--- config.mk ---
export PLATFORM = sky130hd
export DESIGN_NAME = wb_stage
export DESIGN_NICKNAME = d
export VERILOG_FILES = /design/src/rtl/wb_stage.sv
export SDC_FILE = /design/constraint.sdc
export NUM_CORES = 1
export LEC_CHECK = 0
export BUFFER_PORTS_ARGS = -buffer_cell sky130_fd_sc_hd__buf_4
export CORE_MARGIN = 1
export CORE_UTILIZATION = 40
export CTS_CLUSTER_SIZE = 40
export DETAILED_ROUTE_END_ITERATION = 12
export PLACE_DENSITY = 0.7
export SLEW_MARGIN = 20
export SYNTH_ARGS = -nofsm -noshare
export SYNTH_HDL_FRONTEND = slang
export SYNTH_SLANG_ARGS = --single-unit
--- constraint.sdc ---
create_clock -name clk -period 1.75 [get_ports clk]
set_input_delay 0.0875 -clock clk [delete_from_list [all_inputs] [get_ports clk]]
set_output_delay 0.0875 -clock clk [all_outputs]
set_load 0.02 [all_outputs]
--- src/rtl/wb_stage.sv ---
// Write-back stage: MEM/WB pipeline register, write-back source select,
// register-file write port, forwarding mirror, HALT retirement tracking
// and a retired-instruction counter.
module wb_stage #(
  parameter int DATA_W = 16,
  parameter int REG_W  = 3,
  parameter int CNT_W  = 16
) (
  input  logic              clk,
  input  logic              rst,
  input  logic              in_valid,
  output logic              in_ready,
  input  logic              flush,
  input  logic [DATA_W-1:0] in_alu,
  input  logic [DATA_W-1:0] in_mem,
  input  logic [DATA_W-1:0] in_pcinc,
  input  logic [DATA_W-1:0] in_imm,
  input  logic [1:0]        in_wbsel,
  input  logic              in_regwrite,
  input  logic [REG_W-1:0]  in_dest,
  input  logic              in_halt,
  output logic [REG_W-1:0]  writeregsel,
  output logic [DATA_W-1:0] writedata,
  output logic              write,
  output logic              fwd_valid,
  output logic [REG_W-1:0]  fwd_reg,
  output logic [DATA_W-1:0] fwd_data,
  output logic              halted,
  output logic [CNT_W-1:0]  ret_count,
  output logic              err
);

  typedef enum logic {
    ST_RUN  = 1'b0,
    ST_HALT = 1'b1
  } state_t;

  state_t              state_q, state_d;
  logic                valid_q, valid_d;
  logic [DATA_W-1:0]   alu_q, alu_d;
  logic [DATA_W-1:0]   mem_q, mem_d;
  logic [DATA_W-1:0]   pcinc_q, pcinc_d;
  logic [DATA_W-1:0]   imm_q, imm_d;
  logic [1:0]          wbsel_q, wbsel_d;
  logic                regwrite_q, regwrite_d;
  logic [REG_W-1:0]    dest_q, dest_d;
  logic                halt_q, halt_d;
  logic [CNT_W-1:0]    cnt_q, cnt_d;

  logic                halt_retire;
  logic                accept;

  // A HALT sitting in the register retires this cycle; it closes the stage.
  assign halt_retire = valid_q & halt_q;

  // FSM next state and handshake outputs; capture decision for the register.
  always_comb begin
    state_d    = state_q;
    in_ready   = 1'b0;
    halted     = 1'b0;
    case (state_q)
      ST_RUN: begin
        in_ready = 1'b1;
        if (halt_retire) state_d = ST_HALT;
      end
      ST_HALT: begin
        halted = 1'b1;
      end
      default: state_d = ST_RUN;
    endcase

    // flush wins over in_valid; the HALT edge also clears the stage.
    accept     = in_valid & in_ready & ~flush;
    valid_d    = accept & ~halt_retire;
    alu_d      = alu_q;
    mem_d      = mem_q;
    pcinc_d    = pcinc_q;
    imm_d      = imm_q;
    wbsel_d    = wbsel_q;
    regwrite_d = regwrite_q;
    dest_d     = dest_q;
    halt_d     = halt_q;
    if (valid_d) begin
      alu_d      = in_alu;
      mem_d      = in_mem;
      pcinc_d    = in_pcinc;
      imm_d      = in_imm;
      wbsel_d    = in_wbsel;
      regwrite_d = in_regwrite;
      dest_d     = in_dest;
      halt_d     = in_halt;
    end

    // Every valid entry retires, including HALT and illegal-select entries.
    cnt_d = cnt_q + CNT_W'(valid_q);
  end

  // State, pipeline register and retirement counter.
  always_ff @(posedge clk or negedge rst) begin
    if (!rst) begin
      state_q    <= ST_RUN;
      valid_q    <= 1'b0;
      alu_q      <= '0;
      mem_q      <= '0;
      pcinc_q    <= '0;
      imm_q      <= '0;
      wbsel_q    <= 2'b00;
      regwrite_q <= 1'b0;
      dest_q     <= '0;
      halt_q     <= 1'b0;
      cnt_q      <= '0;
    end else begin
      state_q    <= state_d;
      valid_q    <= valid_d;
      alu_q      <= alu_d;
      mem_q      <= mem_d;
      pcinc_q    <= pcinc_d;
      imm_q      <= imm_d;
      wbsel_q    <= wbsel_d;
      regwrite_q <= regwrite_d;
      dest_q     <= dest_d;
      halt_q     <= halt_d;
      cnt_q      <= cnt_d;
    end
  end

  // Write-back source select and rf write port, purely from the register.
  always_comb begin
    writedata = alu_q;
    err       = 1'b0;
    case (wbsel_q)
      2'b00: writedata = alu_q;
      2'b01: writedata = mem_q;
      2'b10: writedata = pcinc_q;
      default: begin
        writedata = imm_q;
        err       = valid_q;
      end
    endcase
    writeregsel = dest_q;
    write       = valid_q & regwrite_q & ~halt_q & (wbsel_q != 2'b11);
    fwd_valid   = write;
    fwd_reg     = writeregsel;
    fwd_data    = writedata;
  end

  assign ret_count = cnt_q;

endmodule
==> results by group <==
Place
  • DP Cell Count: slightly above 500
  • DPL Wire Length: roughly 6300 microns
  • Routability congestion estimate: approximately 0.8
  • DP Area: approximately 0.0053 sq mm
  • Port-buffer cells: 133

Final layout
  • Antenna diodes: 0
  • Commonest non-fill, non-tap cell in the layout: buf_4
  • Syn-to-layout area delta: 47.4%
  • Layout Cells excl Fill: 605
  • Design area: 0.00636 sq mm
  • Most frequent cells in the layout: buf_4, dfrtp_1, dlygate4sd3_1, mux2_4, mux4_2
  • Nets: around 540
  • Layout cells sized above 1: 0.550
  • Final core occ: 0.613

CTS
  • Inserted Clock Buffers: 9
  • Htree depth: 3
  • Clock latency on the worst-skew pair: 0.35 ns
  • Root buf cell: clkbuf_8
  • CTS tree: yes
  • Clock Path Buffers: 2
  • Clock Sink Count: 89
  • Clk pin slew, worst setup/hold paths: approximately 0.08 ns

Flow run
  • Number of max-cap violations: 0

Global route
  • Total grt overflow: 0
  • Tot GR Track Use: 0.181
  • First-pass GRT wire length: about 15000 microns
  • Largest net degree at the start of global routing: 52
  • Initial antenna violation count: 0
  • Vias in the first global route: roughly 3100

Logic synthesis
  • Mapped Avg Cell Area: between 15 and 20 sq um
  • Sequential share of the synthesized area: 0.516
  • Yosys cell types: 23
  • EDFF count, synth: 0
  • Post-Syn Instances: around 260
  • Top FF cell, synth: dfrtp_1
  • Post-Syn Area: around 0.0043 sq mm
  • Async SR Flop Fraction: 1.00
  • Synth Warn #: 0
  • Yosys reg bits: between 80 and 90
  • Post-Syn Nets: ~340

Floorplanning
  • Area of the die: around 0.011 sq mm
  • Initial Util: 0.416
  • Die X: roughly 110 microns
  • Ports: around 130
  • Row Count: 37
  • Total core area: 0.0104 sq mm
  • Die Ht: approximately 110 microns

Drt
  • Total iterations of the first detailed-routing run: 4
  • DR top layer: met4
  • WL/cell: roughly 16 microns
  • Final wirelength: between 9000 and 10000 microns
  • DRT met1 WL: roughly 4100 microns
  • Met2 wire len: a little over 5000 microns
  • Via density: between 4 and 5
  • Initial DRC count: 76
  • Vias after detailed routing: 2878
  • Final ANT Viol Nets: 0
  • Post-route DRC: 0
  • Routed wl met3: about 500 microns

STA
  • Final setup fails: 13
  • Final period util: 1.02
  • Minimum clock period: ~1.8 ns
  • RSZ-0062 raised after global routing: yes
  • Rel. slew slack: 0.723
  • Hold Vio Cnt, Final: 0
  • FMAX: between 500 and 600 MHz
  • Slew @ Worst Pin: about 0.41 ns
  • WHS: around 0.2 ns
  • Setup slack after layout: -0.0269 ns
  • Pins Over Slew Limit: 0
  • Clock Skew: between 0.007 and 0.008 ns

Critical path
  • Worst Path Required: 1.66 ns
  • Critical Path End Type: output pin
  • Reg2reg start: halt_q
  • Critical path's slowest cell: mux4_2
  • Worst setup path start: wbsel_q[0]
  • CP Cell Sequence: buf_12, mux4_2, buf_4
  • WS Path Type: register to output pin
  • Setup slack, reg-to-reg: roughly 0.19 ns
  • CP max FO: 10
  • Critical path's largest stage delay: around 0.56 ns
  • CP Launch Type: register
  • WP data arrival: roughly 1.7 ns

Power and ir drop
  • P per Cell Area: between 1500 and 2000 mW/mm^2
  • LEAKAGE: around 3.2 nW
  • VDD IR max: roughly 0.0011 V
  • Total power: between 0.01 and 0.015 W

Status
  • Violated checks: setup timing
  • Outcome: complete, but fails checks

Min path
  • Worst min-delay path class: input pin to async pin
cell type report:
cell class / count / area (sq um)
fillers: 792 / 4010
repair buffers: 226 / 1970
flip-flops and latches: 89 / 2230
clock buffers: 11 / 151
well taps: 136 / 170
multi-input cells: 134 / 1750
clock inverters: 5 / 77.6
inverters: 4 / 15.0
path summary, 6_finish.rpt:
kind                                 end  cells after the start
setup / recovery            fwd_data[11]                      3
hold reg to reg            ret_count[15]                      1
min in group clk                 valid_q                      4
max in group asynchronous     wbsel_q[0]                      3
hold / removal             ret_count[10]                      2
setup reg to reg                imm_q[7]                      5
timing repair:
action / 4_1_cts / 5_1_grt
gates resized for setup: 1 / 7
hold endpoints to repair: 97 / 0
setup endpoints to repair: 32 / 32
hold buffers: 72 / 0
setup buffers: 0 / 8
cloned: 0 / 1
Yosys cell counts, types with 2 or more instances:
cell	n	area, sq um
nand2_1	4	15.0
mux2_4	69	1040
dfrtp_1	89	2230
buf_2	2	10.0
xnor2_1	5	43.8
mux2_2	2	22.5
nand3_1	4	20.0
nand4_1	8	50.1
ha_1	3	37.5
xor2_1	9	78.8
buf_4	22	165
nor3_1	4	20.0
nor2_1	2	7.51
buf_12	7	140
nor4_1	3	18.8
mux4_2	16	360
inv_1	4	15.0
critical path: cells and delay by family (launching register included):
kind	cells	cell delay [ns]
mux	1	0.56
flops	1	0.43
buf+inv	2	0.35
routing by layer:
layer  track usage  up-vias
met2         0.313      100
li1              -     1321
met1         0.227     1450
met5             0        -
met4        0.0446        0
met3        0.0445        7
cell families after synthesis:
group / after synthesis / synth area share
multiplexers: 87 / 0.329
AO/OA/AOI/OAI: 2 / 0.00290
AND/OR/NAND/NOR: 28 / 0.0357
XOR/XNOR: 14 / 0.0284
flip-flops: 89 / 0.516
adder cells (fa/ha/maj): 3 / 0.00870
buffers and inverters: 36 / 0.0792
report_power, final:
part / switching (W) / internal [W] / total, W
Clock: 0.000700 / 0.000878 / 0.00158
Combinational: 0.00251 / 0.00344 / 0.00595
Sequential: 0.000594 / 0.00296 / 0.00355
through the flow:
step,setup WS [ns],TNS [ns]
global placement,0.238,0
global route,-0.0822,-1.79
CTS,-0.0594,-1.12
floorplan,0.0610,0
detailed placement,0.192,0
finish,-0.0269,-0.124
Power figures use the tool's default switching activity.
